File: src/rtl/piso_result_collector_if.sv
// Bundles the serial beat input and row output handshakes of the PISO result collector.
interface piso_result_collector_if #(
    parameter int N      = 3,
    parameter int M      = 3,
    parameter int DATA_W = 16
);
    localparam int RW = (N > 1) ? $clog2(N) : 1;

    logic                  in_valid;
    logic [DATA_W-1:0]     in_data;
    logic                  in_ready;
    logic                  out_valid;
    logic                  out_ready;
    logic [M*DATA_W-1:0]   out_data;
    logic [RW-1:0]         out_row;

    modport master (
        output in_valid, in_data, out_ready,
        input  in_ready, out_valid, out_data, out_row
    );

    modport slave (
        input  in_valid, in_data, out_ready,
        output in_ready, out_valid, out_data, out_row
    );
endinterface

File: src/rtl/piso_result_collector.sv
// Collects a row-major N x M result frame from the PISO stream and drains it one row per handshake.
// Optional macro COLLECT_TIMEOUT_EN enables an idle-gap timeout while collecting.
module piso_result_collector #(
    parameter int N           = 3,
    parameter int M           = 3,
    parameter int DATA_W      = 16,
    parameter int TIMEOUT_CYC = 64
) (
    input  logic                    clk,
    input  logic                    rst,
    piso_result_collector_if.slave  bus,
    output logic                    frame_done,
    output logic                    overrun,
    output logic                    err_timeout
);
    localparam int NM = N * M;
    localparam int EW = $clog2(NM + 1);
    localparam int AW = (NM > 1) ? $clog2(NM) : 1;
    localparam int RW = (N > 1) ? $clog2(N) : 1;
    localparam logic [EW-1:0] LAST_ELEM = EW'(NM - 1);
    localparam logic [RW-1:0] LAST_ROW  = RW'(N - 1);

    typedef enum logic [1:0] {IDLE, COLLECT, DRAIN} state_t;

    state_t                 state_q;
    logic [EW-1:0]          elem_cnt_q;
    logic [RW-1:0]          row_q;
    logic [NM*DATA_W-1:0]   buf_q;
    logic                   in_ready_q;
    logic                   out_valid_q;
    logic                   frame_done_q;
    logic                   overrun_q;
    logic                   accept;
    logic [AW-1:0]          wr_idx;

`ifdef COLLECT_TIMEOUT_EN
    localparam int GW = $clog2(TIMEOUT_CYC + 1);
    localparam logic [GW-1:0] GAP_LAST = GW'(TIMEOUT_CYC - 1);
    logic [GW-1:0]          gap_q;
    logic                   err_timeout_q;
`endif

    assign accept = bus.in_valid && in_ready_q;
    assign wr_idx = elem_cnt_q[AW-1:0];

    always_ff @(posedge clk) begin
        if (rst) begin
            state_q      <= IDLE;
            elem_cnt_q   <= '0;
            row_q        <= '0;
            buf_q        <= '0;
            in_ready_q   <= 1'b1;
            out_valid_q  <= 1'b0;
            frame_done_q <= 1'b0;
            overrun_q    <= 1'b0;
`ifdef COLLECT_TIMEOUT_EN
            gap_q         <= '0;
            err_timeout_q <= 1'b0;
`endif
        end else begin
            frame_done_q <= 1'b0;
`ifdef COLLECT_TIMEOUT_EN
            err_timeout_q <= 1'b0;
`endif
            // A beat offered while not ready is dropped but remembered until reset.
            if (bus.in_valid && !in_ready_q) begin
                overrun_q <= 1'b1;
            end
            case (state_q)
                IDLE: begin
                    if (accept) begin
                        buf_q[DATA_W-1:0] <= bus.in_data;
                        if (NM == 1) begin
                            state_q     <= DRAIN;
                            in_ready_q  <= 1'b0;
                            out_valid_q <= 1'b1;
                        end else begin
                            state_q    <= COLLECT;
                            elem_cnt_q <= EW'(1);
                        end
                    end
                end
                COLLECT: begin
                    if (accept) begin
                        buf_q[wr_idx*DATA_W +: DATA_W] <= bus.in_data;
`ifdef COLLECT_TIMEOUT_EN
                        gap_q <= '0;
`endif
                        if (elem_cnt_q == LAST_ELEM) begin
                            elem_cnt_q  <= '0;
                            state_q     <= DRAIN;
                            in_ready_q  <= 1'b0;
                            out_valid_q <= 1'b1;
                        end else begin
                            elem_cnt_q <= elem_cnt_q + 1'b1;
                        end
                    end
`ifdef COLLECT_TIMEOUT_EN
                    else if (gap_q == GAP_LAST) begin
                        state_q       <= IDLE;
                        elem_cnt_q    <= '0;
                        gap_q         <= '0;
                        err_timeout_q <= 1'b1;
                    end else begin
                        gap_q <= gap_q + 1'b1;
                    end
`endif
                end
                DRAIN: begin
                    if (bus.out_ready) begin
                        if (row_q == LAST_ROW) begin
                            row_q        <= '0;
                            state_q      <= IDLE;
                            in_ready_q   <= 1'b1;
                            out_valid_q  <= 1'b0;
                            frame_done_q <= 1'b1;
                        end else begin
                            row_q <= row_q + 1'b1;
                        end
                    end
                end
                default: begin
                    state_q     <= IDLE;
                    in_ready_q  <= 1'b1;
                    out_valid_q <= 1'b0;
                end
            endcase
        end
    end

    assign bus.in_ready  = in_ready_q;
    assign bus.out_valid = out_valid_q;
    assign bus.out_row   = row_q;
    assign bus.out_data  = out_valid_q ? buf_q[row_q*(M*DATA_W) +: M*DATA_W] : '0;
    assign frame_done    = frame_done_q;
    assign overrun       = overrun_q;

`ifdef COLLECT_TIMEOUT_EN
    assign err_timeout = err_timeout_q;
`else
    assign err_timeout = 1'b0;
`endif
endmodule

File: src/flat_wrapper.sv
// flat-port wrapper written by rule: the top's interface ports become plain ports
module piso_result_collector_flat 
#(
    parameter int N           = 3,
    parameter int M           = 3,
    parameter int DATA_W      = 16,
    parameter int TIMEOUT_CYC = 64
)
  (clk, rst, frame_done, overrun, err_timeout, bus_in_valid, bus_in_data, bus_out_ready, bus_in_ready, bus_out_valid, bus_out_data, bus_out_row);
  piso_result_collector_if #(.N(N), .M(M), .DATA_W(DATA_W)) bus_i ();
  input  logic clk;
  input  logic rst;
  output logic frame_done;
  output logic overrun;
  output logic err_timeout;
  input wire logic [$bits(bus_i.in_valid)-1:0] bus_in_valid;
  input wire logic [$bits(bus_i.in_data)-1:0] bus_in_data;
  input wire logic [$bits(bus_i.out_ready)-1:0] bus_out_ready;
  output wire logic [$bits(bus_i.in_ready)-1:0] bus_in_ready;
  output wire logic [$bits(bus_i.out_valid)-1:0] bus_out_valid;
  output wire logic [$bits(bus_i.out_data)-1:0] bus_out_data;
  output wire logic [$bits(bus_i.out_row)-1:0] bus_out_row;
  assign bus_i.in_valid = bus_in_valid;
  assign bus_i.in_data = bus_in_data;
  assign bus_i.out_ready = bus_out_ready;
  assign bus_in_ready = bus_i.in_ready;
  assign bus_out_valid = bus_i.out_valid;
  assign bus_out_data = bus_i.out_data;
  assign bus_out_row = bus_i.out_row;
  piso_result_collector #(.N(N), .M(M), .DATA_W(DATA_W), .TIMEOUT_CYC(TIMEOUT_CYC)) u_core (.clk(clk), .rst(rst), .bus(bus_i), .frame_done(frame_done), .overrun(overrun), .err_timeout(err_timeout));
endmodule
File: config.mk
export PLATFORM = sky130hd
export DESIGN_NAME = piso_result_collector_flat
export DESIGN_NICKNAME = d
export VERILOG_FILES = /design/src/rtl/piso_result_collector_if.sv /design/src/rtl/piso_result_collector.sv /design/src/flat_wrapper.sv
export SDC_FILE = /design/constraint.sdc
export NUM_CORES = 1
export LEC_CHECK = 0
export BUFFER_PORTS_ARGS = -buffer_cell sky130_fd_sc_hd__clkbuf_2
export CAP_MARGIN = 0
export CORE_UTILIZATION = 58
export CTS_CLUSTER_DIAMETER = 60
export DETAILED_ROUTE_END_ITERATION = 8
export PLACE_DENSITY = 0.85
export SLEW_MARGIN = 5
export SYNTH_ARGS = -nofsm -noshare
export SYNTH_HDL_FRONTEND = slang
export SYNTH_SLANG_ARGS = --single-unit
File: constraint.sdc
create_clock -name clk -period 3.6 [get_ports clk]
set_input_delay 0.72 -clock clk [delete_from_list [all_inputs] [get_ports clk]]
set_output_delay 0.72 -clock clk [all_outputs]
set_load 0.05 [all_outputs]
==> out/results.txt <==
Clk_lat worst skew: 0.43 ns
Port Buffer Count: 73
Dpl hpwl: 13220 um
Outcome: finished, final reports clean
Worst hold slack: 0.4531 ns
Max Slew Vio Count: 0
Placed Instances: 1151
Distinct cells, synth: 56
Setup violators final: 0
Leakage: 2.988 nW
Vias in the first global route: 6580
FMAX: 0.3319 GHz
RSZ-0062 raised after global routing: no
Total GRT Usage: 31.22%
Max VDD drop: 337.4 uV
Final nets: 1017
Clock Pin Slew Worst Setup and Hold Paths: 0.06 ns
# fillers: 1089
Detailed Route WL: 21710 um
Total die area: 14190 um2
Avg Inst Size Synth: 8.071 um2
Share of layout cells above drive strength 1: 14.50%
Grt total ovfl: 0
Crit path DAT: 3.29 ns
WL per Instance: 18.35 um
Mapped cell area: 7958 um2
Area after DPL: 8242 um2
RePlAce Congestion: 0.8871
Synthesized Nets: 1009
Drt pass-1 iters: 5
Crit Path Class: reg2reg
Die width: 119.1 um
Routed Antenna Nets: 0
Core Area: 13300 um2
Share of the synthesized area in the top cell type: 39.25%
Worst min path class: reg2reg
Maxcap violations: 0
Final WS setup: 0.5870 ns
Register-to-register setup slack: 0.59 ns
Post-CTS Resized: 0
Skew final: 0.01036 ns
Synthesis-stage register bit count: 156
Worst path cell trace: inv_1 > ha_1 > xnor2_1 > nand3_1 > buf_4 > o21ai_0 > a21oi_1
Crit end category: register
Bufs on Longest Clock Path: 2
Number of post-CTS setup repair buffers: 0
Final core utilization: 66.28%
DRT iter0 DRCs: 821
CTS buffer count: 17
# rows: 42
Total clock sinks: 156
H-tree Lvls: 4
Biggest fanout along the worst timing path: 22
Slew HR: 31.84%
# hold bufs at CTS: 0
CTS tree: built
Power after layout: 3.761 mW
Fin area: 8812 um2
Sequential element share of the synthesized area: 39.25%
Ports: 75
PD cells: 426.8 nW/um2
Antenna diode count: 0
Tmin final: 3.013 ns
Non-Filler Instances: 1183
WP data required: 3.88 ns
Synth area leaders: dfxtp_1, mux2i_1, a21oi_1, nand2_1, nand3_1
Setup TNS: 0 ns
Initial Utilization: 59.85%
CP startpoint kind: register
Initial antenna violation count: 0
Global-route wire length before repair: 34620 um
Synth area leader: dfxtp_1
Worst slack, placed: 0.6824 ns
Ys Warns: 0
Slowest CP cell: dfxtp_1
# DRC: 0
Crit share post-route: 83.70%
Slowest stage delay, CP: 0.64 ns
Worst-Margin Slew: 1.021 ns
Cells after Synth: 986
Clk root buf: clkbuf_16
Largest net degree at the start of global routing: 68
Die Y: 119.1 um
Vias: 7278
Area growth, synth to finish: 10.74%
Vias per inst: 6.152
Final hold violation count: 0
## kinds of logic (layout without fill, tap and decap cells)
kind of cell             Yosys count  after routing  synth area share (%)
flip-flops                       156            156                 39.25
adder cells (fa/ha/maj)            3              3                0.4717
AND/OR/NAND/NOR                  393            393                 24.07
XOR/XNOR                           2              2                0.3145
other                              1              1               0.04712
multiplexers                      81             81                 10.19
AO/OA/AOI/OAI                    234            234                 18.65
buffers and inverters            116            137                 7.013
## layer usage
| layer | share of wire (%) | global-route usage, % | vias up |
|---|---|---|---|
| met2 | 47 | 49.20 | 314 |
| met3 | 7.7 | 6.034 | 43 |
| met4 | 2.7 | 14.79 | 0 |
| met1 | 42 | 41.01 | 3452 |
| met5 | 0 | 0 | - |
| li1 | - | - | 3469 |
## synthesized netlist by cell type (all sizes together)
master and count:
dfxtp 156, xnor2 1, a221o 1, a211oi 5, nor4b 1, xor2 1, o22a 43, or4 1
conb 1, o311a 1, nor4 2, nand2b 37, nor2 63, and3b 1, nand4 36, a221oi 1
nand2 146, ha 3, a32oi 1, inv 8, o31ai 1, nand3b 5, clkbuf 67, or4b 1
nor3b 1, nor3 9, a211o 1, a2111oi 3, and4bb 1, nand4bb 1, a21oi 123, buf 41
o311ai 1, o2111ai 2, and2 3, o31a 1, nand4b 1, mux2i 81, nand3 78, and3 1
o21ai 50, nor2b 4, or3 1
## worst paths after layout
kind | from | endpoint | cells past startpoint
min | u_core.buf_q[56]$_SDFFE_PP0P_ | u_core.buf_q[56]$_SDFFE_PP0P_ | 2
min reg2reg | u_core.buf_q[56]$_SDFFE_PP0P_ | u_core.buf_q[56]$_SDFFE_PP0P_ | 2
max reg2reg | u_core.elem_cnt_q[0]$_SDFFE_PP0P_ | u_core.buf_q[47]$_SDFFE_PP0P_ | 7
max | u_core.elem_cnt_q[0]$_SDFFE_PP0P_ | u_core.buf_q[47]$_SDFFE_PP0P_ | 7
## final cells by class
cell class	instances	area (um2)	area share [%]
clock buffers	21	450.4	5.111
clock inverters	11	120.1	1.363
inverters	8	30.03	0.3408
multi-input cells	714	4290	48.69
flip-flops and latches	156	3128	35.50
well taps	176	220.2	2.499
repair buffers	97	573.1	6.503
## where the power goes
group | internal, mW | switching (mW)
logic | 0.0675 | 0.191
clock network | 1.03 | 0.711
registers | 1.74 | 0.0149
## worst max-delay path, delay by kind of cell, from the launching register on
kind            cells  cell delay [ns]
xor+xnor            1             0.44
compound gates      2             0.30
simple gates        1             0.47
fa+ha+maj           1             0.42
flops               1             0.64
buf+inv             2             0.59
## registers in the layout, indices dropped and copies added (netlist names)
signal / cells
u_core.state_q: 2
u_core.elem_cnt_q: 4
u_core.buf_q: 144
u_core.bus.in_ready: 1
u_core.bus.out_valid: 1
u_core.frame_done: 1
u_core.overrun: 1
u_core.bus.out_row: 2
## layout by cell type, fill, tap and decap left out, types with 37 or more instances in the layout
master	n
dfxtp_1	154
nand2_1	144
a21oi_1	123
mux2i_1	81
nand3_1	78
clkbuf_2	72
nor2_1	62
o22a_1	43
o21ai_0	41
nand2b_1	37
Power figures use the tool's default switching activity.
